<file path="src/rtl/instr_fetch_if.sv">
// Fetch-unit bus bundle: instruction memory read port, issue handshake and
// the branch decode/flags returned by the control unit and datapath.
interface instr_fetch_if;
  logic       imem_req;
  logic [7:0] imem_addr;
  logic       imem_ack;
  logic [7:0] imem_data;
  logic [2:0] OPCode;
  logic [4:0] operand;
  logic       issue_valid;
  logic       issue_ready;
  logic       J;
  logic       JC;
  logic       NEQ;
  logic       eq_flag;
  logic [7:0] jump_target;

  modport master (
    output imem_req, imem_addr, OPCode, operand, issue_valid,
    input  imem_ack, imem_data, issue_ready, J, JC, NEQ, eq_flag, jump_target
  );

  modport slave (
    input  imem_req, imem_addr, OPCode, operand, issue_valid,
    output imem_ack, imem_data, issue_ready, J, JC, NEQ, eq_flag, jump_target
  );
endinterface

</file>
<file path="src/rtl/instr_fetch.sv">
// Instruction fetch/issue sequencer (IDLE -> FETCH -> ISSUE) with branch resolve.
// Optional fetch timeout/retry is enabled by defining IFETCH_TIMEOUT_EN.
module instr_fetch (
  input  logic          clk,
  input  logic          rst_n,
  input  logic          run,
  output logic [7:0]    pc,
  output logic          fetch_err,
  instr_fetch_if.master bus
);

  localparam logic [1:0] IDLE  = 2'd0;
  localparam logic [1:0] FETCH = 2'd1;
  localparam logic [1:0] ISSUE = 2'd2;

  logic [1:0] state;
  logic [7:0] ir;
  logic       taken;

  assign taken           = bus.J | (bus.JC & (bus.eq_flag ^ bus.NEQ));
  // the timeout pulse cycle doubles as a one-cycle request gap before retry
  assign bus.imem_req    = (state == FETCH) & ~fetch_err;
  assign bus.imem_addr   = pc;
  assign bus.OPCode      = ir[7:5];
  assign bus.operand     = ir[4:0];
  assign bus.issue_valid = (state == ISSUE);

  always_ff @(posedge clk or negedge rst_n) begin
    if (!rst_n) begin
      state <= IDLE;
      pc    <= 8'h00;
      ir    <= 8'h00;
    end else begin
      case (state)
        IDLE:  if (run) state <= FETCH;
        FETCH: if (bus.imem_req && bus.imem_ack) begin
                 ir    <= bus.imem_data;
                 state <= ISSUE;
               end
        ISSUE: if (bus.issue_ready) begin
                 pc    <= taken ? bus.jump_target : pc + 8'd1;
                 state <= run ? FETCH : IDLE;
               end
        default: state <= IDLE;
      endcase
    end
  end

`ifdef IFETCH_TIMEOUT_EN
  logic [3:0] to_cnt;

  // counter is held at 0 outside FETCH, so every FETCH entry starts fresh;
  // an ack on the 16th cycle is taken by the FSM before the timeout fires
  always_ff @(posedge clk or negedge rst_n) begin
    if (!rst_n) begin
      to_cnt    <= 4'd0;
      fetch_err <= 1'b0;
    end else begin
      fetch_err <= 1'b0;
      if (state != FETCH || fetch_err || bus.imem_ack) begin
        to_cnt <= 4'd0;
      end else if (to_cnt == 4'hF) begin
        to_cnt    <= 4'd0;
        fetch_err <= 1'b1;
      end else begin
        to_cnt <= to_cnt + 4'd1;
      end
    end
  end
`else
  assign fetch_err = 1'b0;
`endif

endmodule

</file>
<file path="src/flat_wrapper.sv">
// flat-port wrapper written by rule: the top's interface ports become plain ports
module instr_fetch_flat 
  (clk, rst_n, run, pc, fetch_err, bus_imem_req, bus_imem_addr, bus_OPCode, bus_operand, bus_issue_valid, bus_imem_ack, bus_imem_data, bus_issue_ready, bus_J, bus_JC, bus_NEQ, bus_eq_flag, bus_jump_target);
  instr_fetch_if bus_i ();
  input  logic clk;
  input  logic rst_n;
  input  logic run;
  output logic [7:0] pc;
  output logic fetch_err;
  output wire logic [$bits(bus_i.imem_req)-1:0] bus_imem_req;
  output wire logic [$bits(bus_i.imem_addr)-1:0] bus_imem_addr;
  output wire logic [$bits(bus_i.OPCode)-1:0] bus_OPCode;
  output wire logic [$bits(bus_i.operand)-1:0] bus_operand;
  output wire logic [$bits(bus_i.issue_valid)-1:0] bus_issue_valid;
  input wire logic [$bits(bus_i.imem_ack)-1:0] bus_imem_ack;
  input wire logic [$bits(bus_i.imem_data)-1:0] bus_imem_data;
  input wire logic [$bits(bus_i.issue_ready)-1:0] bus_issue_ready;
  input wire logic [$bits(bus_i.J)-1:0] bus_J;
  input wire logic [$bits(bus_i.JC)-1:0] bus_JC;
  input wire logic [$bits(bus_i.NEQ)-1:0] bus_NEQ;
  input wire logic [$bits(bus_i.eq_flag)-1:0] bus_eq_flag;
  input wire logic [$bits(bus_i.jump_target)-1:0] bus_jump_target;
  assign bus_imem_req = bus_i.imem_req;
  assign bus_imem_addr = bus_i.imem_addr;
  assign bus_OPCode = bus_i.OPCode;
  assign bus_operand = bus_i.operand;
  assign bus_issue_valid = bus_i.issue_valid;
  assign bus_i.imem_ack = bus_imem_ack;
  assign bus_i.imem_data = bus_imem_data;
  assign bus_i.issue_ready = bus_issue_ready;
  assign bus_i.J = bus_J;
  assign bus_i.JC = bus_JC;
  assign bus_i.NEQ = bus_NEQ;
  assign bus_i.eq_flag = bus_eq_flag;
  assign bus_i.jump_target = bus_jump_target;
  instr_fetch u_core (.clk(clk), .rst_n(rst_n), .run(run), .pc(pc), .fetch_err(fetch_err), .bus(bus_i));
endmodule
</file>
<file path="config.mk">
export PLATFORM = sky130hd
export DESIGN_NAME = instr_fetch_flat
export DESIGN_NICKNAME = d
export VERILOG_FILES = /design/src/rtl/instr_fetch_if.sv /design/src/rtl/instr_fetch.sv /design/src/flat_wrapper.sv
export SDC_FILE = /design/constraint.sdc
export NUM_CORES = 1
export LEC_CHECK = 0
export CORE_ASPECT_RATIO = 0.6
export CORE_MARGIN = 2
export CORE_UTILIZATION = 38
export CTS_CLUSTER_SIZE = 20
export DETAILED_ROUTE_END_ITERATION = 8
export PLACE_DENSITY_LB_ADDON = 0.15
export SLEW_MARGIN = 20
export SYNTH_ARGS = -nofsm -noshare
export SYNTH_HDL_FRONTEND = slang
export SYNTH_SLANG_ARGS = --single-unit
</file>
<file path="constraint.sdc">
create_clock -name clk -period 1.84 [get_ports clk]
set_clock_uncertainty 0.1 [all_clocks]
set_input_delay 0.368 -clock clk [delete_from_list [all_inputs] [get_ports clk]]
set_output_delay 0.368 -clock clk [all_outputs]
set_load 0.1 [all_outputs]
</file>
==> flow_summary.ini, run 1 <==
[outcome]
status = finished clean

[cts]
cts_made_buffers = 3
clkSlewWorstSetupHoldPaths_ns = 0.07
cts_hold_buf = 0
clockRootBuffer = clkbuf_8
cts_htree_levels = 1
tritoncts = built
ctsLongestPathBuffers = 2
cts_setup_buffers = 0
clock_sinks = 18
clock_latency_ns = 0.25
cts_resized = 0

[critical_path]
crit_path_end_kind = flop
crit_arrival_ns = 1.76
start_kind = input pin
critPathMaxStageDelay_ns = 0.46
crit_slowest_cell = or4_1
cp_num_buf_inv = 1
critPathRequiredTime_ns = 1.93
path_class = in -> reg
crit_chain = clkdlybuf4s50_1, xor2_1, a21o_1, or4_1, nand3_1
critical-path-top-delay-family = simple AND/OR/NAND/NOR gates
worst-r2r-setup-slack_ns = 0.21
reg2reg_from = u_core.bus.imem_addr[0]
rr_endpoint = u_core.bus.imem_addr[7]
path_max_fanout = 3
worst_r2r_path_depth = 4

[sta]
rsz0062_at_grt = no
slew_violations = 0
fmax_mhz = 598.4
min_period_ns = 1.671
finalHoldViolations = 0
post-route-period-util_pct = 90.83
holdWs_ns = 0.3462
setup-violations-final = 0

[synthesis]
synth_area_per_cell_um2 = 10.41
netlist_instances = 93
synth.distinct_cells = 29
synth_top_area_share_pct = 46.51
syn_area_um2 = 968.4
synth-seq-cells = 18
ys.flop_type = dfrtp_1
seq_area_frac_synth_pct = 46.51
synth_largest_area_cell = dfrtp_1
async_flop_share_pct = 100.0
ys_warn_count = 0
synth_edf_count = 0
synth.area.top_cells = dfrtp_1, mux2_2, buf_4, mux2i_1, nand2_1
synth_nets = 119

[floorplan]
io_pins = 52
rows = 14
start_util_pct = 39.21
die_area_um2 = 2982
die_height_um = 43.11
fp.dieW_um = 69.17
core_um2 = 2470

[detailed_routing]
vias = 860
dr.first_iter.drc_count = 34
drc = 0
ant_nets = 0
dr.pass1.iters = 2
vias_per_cell = 4.914
wl_per_cell_um = 13.74
wl_mm = 2.404

[final_layout]
fillers = 157
syn2layout_area_growth_pct = 86.30
n_antenna_cell = 0
nets = 170
drive_gt1_share_pct = 36.36

[placed_design]
portBuffers = 50
place.gp.congestion = 0.7260
hpwl_mm = 1.937

[worst_hold_path]
hp-class = in -> async

[global_routing]
grt_max_degree = 19
grt_pass1_vias = 865
globalRoute.totalOverflow = 0
grt_usage_pct = 17.48
grt_antenna_before_repair = 0
grt_pass1_wl_mm = 4.064

[job]
maxCapViolCount = 0
kinds of logic (layout without fill, tap and decap cells):
family          after synthesis  after routing  share of synthesized area [%]
other cells                   1              1                         0.3872
buf+inv                      15             65                          9.301
simple gates                 26             26                          13.70
compound gates               18             18                          13.44
mux                          13             13                          14.47
xor+xnor                      1              1                         0.9046
fa+ha+maj                     1              1                          1.292
flops                        18             18                          46.51
cell usage in the layout, fill, tap and decap left out, types with 3 or more instances in the layout:
cell type        instances
clkbuf_8                 3
o21ai_0                  5
buf_12                  26
mux2_2                   8
nand2_1                 11
inv_1                    4
mux2i_1                  5
dfrtp_1                 12
buf_4                    6
nand3_1                  5
clkdlybuf4s50_1         24
dfrtp_2                  6
a2bb2oi_1                4
per-layer routing:
metal / routed length [um] / GRT usage, %
met1: 1085 / 22.62
met2: 1156 / 28.85
met3: 142 / 6.176
met4: 19 / 3.137
met5: 0 / 0
flip-flops by register name, indices dropped and copies added (netlist names):
name and count:
u_core.ir 8, u_core.bus.imem_addr 8, u_core.state 2
Yosys cell counts (all sizes together), types with 2 or more instances:
cell	n
dfrtp	18
nand2	11
buf	9
mux2	8
mux2i	5
nand3	5
o21ai	5
a2bb2oi	4
inv	4
a21oi	3
a22oi	2
and3	2
nand4	2
area by class of cell:
cell class	instances	area, um2	share of cell area, %
repair buffers	56	805.8	44.66
multi-input cells	60	435.4	24.13
flip-flops and latches	18	457.9	25.38
clock buffers	4	45.04	2.497
inverters	5	20.02	1.110
well taps	32	40.04	2.219
metrics by stage:
stage	area, um2	util, %	setup WS [ns]	std cells	TNS, ns
CTS	1804	73.05	0.1704	175	0
floorplan	984.7	-	0.0007904	93	0
detailed placement	1759	71.23	-0.09540	171	-0.2868
finish	1804	73.05	0.1688	175	0
global placement	1759	71.23	-0.06860	171	-0.09349
global route	1804	73.05	0.1255	175	0
worst max-delay path by stage:
stage	start	endpoint	slack (ns)	cells past startpoint
final	bus_NEQ	u_core.bus.imem_addr[7]	0.17	5
after global routing	bus_eq_flag	u_core.bus.imem_addr[2]	0.13	6
after detailed placement	bus_NEQ	u_core.bus.imem_addr[7]	-0.1	5
after floorplan	u_core.bus.imem_addr[6]	pc[6]	0.0008	1
after CTS	bus_NEQ	u_core.bus.imem_addr[7]	0.17	5
after global placement	bus_NEQ	u_core.bus.imem_addr[7]	-0.07	5
Power of run 1 is left out: the tool's default activity adds up to more than one toggle a clock period on the data nets, which glitch-free logic cannot reach.
==> inputs of run 2 (changes only) <==
CORE_ASPECT_RATIO = default   (was 0.6)
CORE_UTILIZATION = 60   (was 38)
DONT_BUFFER_PORTS = 1   (was default)
GPL_TIMING_DRIVEN = 0   (was default)
==> run 2 against run 1 <==
Hold slack got worse by 0.27 ns. Critical endpoint is now bus_imem_req. Die area is 35% lower. Sequential share of layout area up 18 points.
==> flow_summary.ini, run 2 (synthesis results as in run 1) <==
[final_layout]
drive_gt1_share_pct = 37.76
n_antenna_cell = 0
syn2layout_area_growth_pct = 13.44
final_core_util_pct = 72.92
final_cell_mix = nand2_1, buf_4, dfrtp_1
nets = 125

[cts]
clockRootBuffer = clkbuf_4
clkSlewWorstSetupHoldPaths_ns = 0.09
clock_sinks = 18
ctsLongestPathBuffers = 2
tritoncts = built
cts_htree_levels = 1
clock_latency_ns = 0.29
cts_made_buffers = 3

[critical_path]
path_class = reg -> out
crit_chain = nor2b_4
crit_path_end_kind = primary output
start_kind = flop
cp_num_buf_inv = 0
path_max_fanout = 4
critical-path-top-delay-family = simple AND/OR/NAND/NOR gates
crit_arrival_ns = 1.33
critPathMaxStageDelay_ns = 0.57
crit_slowest_cell = nor2b_4
critPathRequiredTime_ns = 1.37

[sta]
maxSlewHeadroom_pct = 40.31
post-route-period-util_pct = 97.50
finalHoldViolations = 0
setup-violations-final = 0
min_period_ns = 1.794
fmax_mhz = 557.4
tightest_slew_ns = 0.8953
slew_violations = 0

[detailed_routing]
dr.first_iter.drc_count = 7
wl_mm = 1.883
drc = 0
dr.pass1.iters = 2
wl_per_cell_um = 16.52
vias = 712
vias_per_cell = 6.246
ant_nets = 0

[global_routing]
globalRoute.totalOverflow = 0
grt_max_degree = 19
grt_usage_pct = 22.22
grt_pass1_wl_mm = 3.125
grt_antenna_before_repair = 0
grt_pass1_vias = 732

[floorplan]
die_height_um = 44.18
rows = 14
io_pins = 52
die_area_um2 = 1951
core_um2 = 1506
fp.dieW_um = 44.18
start_util_pct = 64.29

[placed_design]
place.gp.congestion = 0.8025
portBuffers = 0
hpwl_mm = 1.386

[worst_hold_path]
hp-class = in -> reg

[outcome]
status = finished clean

[job]
maxCapViolCount = 0
-- run 2: changes by cell type in the layout (fill, tap and decap cells not counted), sizes merged --
cell / before / now
dlygate4sd3: 0 / 1
buf: 32 / 9
clkbuf: 4 / 5
clkdlybuf4s50: 24 / 0
-- run 2: path summary, 6_finish.rpt --
path,start,to,slack (ns),cells past startpoint
worst max-delay path,u_core.state[1],bus_imem_req,0.05,1
worst min-delay path,bus_issue_ready,u_core.state[1],0.07,1
worst max register to register,u_core.bus.imem_addr[2],u_core.bus.imem_addr[7],0.08,4
worst min register to register,u_core.state[0],u_core.state[0],0.42,1
max in group asynchronous,rst_n,u_core.bus.imem_addr[6],0.54,1
min in group asynchronous,rst_n,u_core.bus.imem_addr[4],0.50,1
-- run 2: stage by stage --
stage / instances / hold slack (ns) / TNS, ns / setup slack [ns] / area (um2)
after floorplan: 93 / -0.02759 / 0 / 0.0007904 / 984.7
after global placement: 109 / -0.02719 / -0.7158 / -0.07439 / 1005
after detailed placement: 109 / -0.02718 / -1.176 / -0.1297 / 1005
after CTS: 114 / 0.07062 / 0 / 0.03843 / 1087
after global routing: 114 / 0.07209 / -0.001104 / -0.001104 / 1099
final: 114 / 0.07308 / 0 / 0.04600 / 1099
-- run 2: routing by layer --
metal	global-route usage (%)	part of all wire (%)	wire, um
met5	0	0	0
met4	12.12	2.3	44
met3	6.531	7.6	144
met2	35.00	49	926
met1	27.39	41	767
-- run 2: timing repair --
item	CTS	global route
hold endpoints to repair	18	0
endpoints found under the setup margin	18	2
resized for setup	14	4
hold buffers	1	0
buffers inserted	0	0
-- run 2: final cells by class --
type / instances / area, um2
fillers: 107 / 407.9
plain buffers: 10 / 71.32
inverters: 5 / 23.77
multi-input cells: 60 / 455.4
flip-flops and latches: 18 / 481.7
repair buffers: 1 / 10.01
clock buffers: 4 / 36.28
well taps: 16 / 20.02
Power of run 2 is left out for the same reason.
==> inputs of run 3 (changes only) <==
CTS_CLUSTER_DIAMETER = 60   (was default)
==> results of run 3 <==
The final DEF is identical to that of run 2; final timing and power are the same.
Power of run 3 is left out for the same reason.
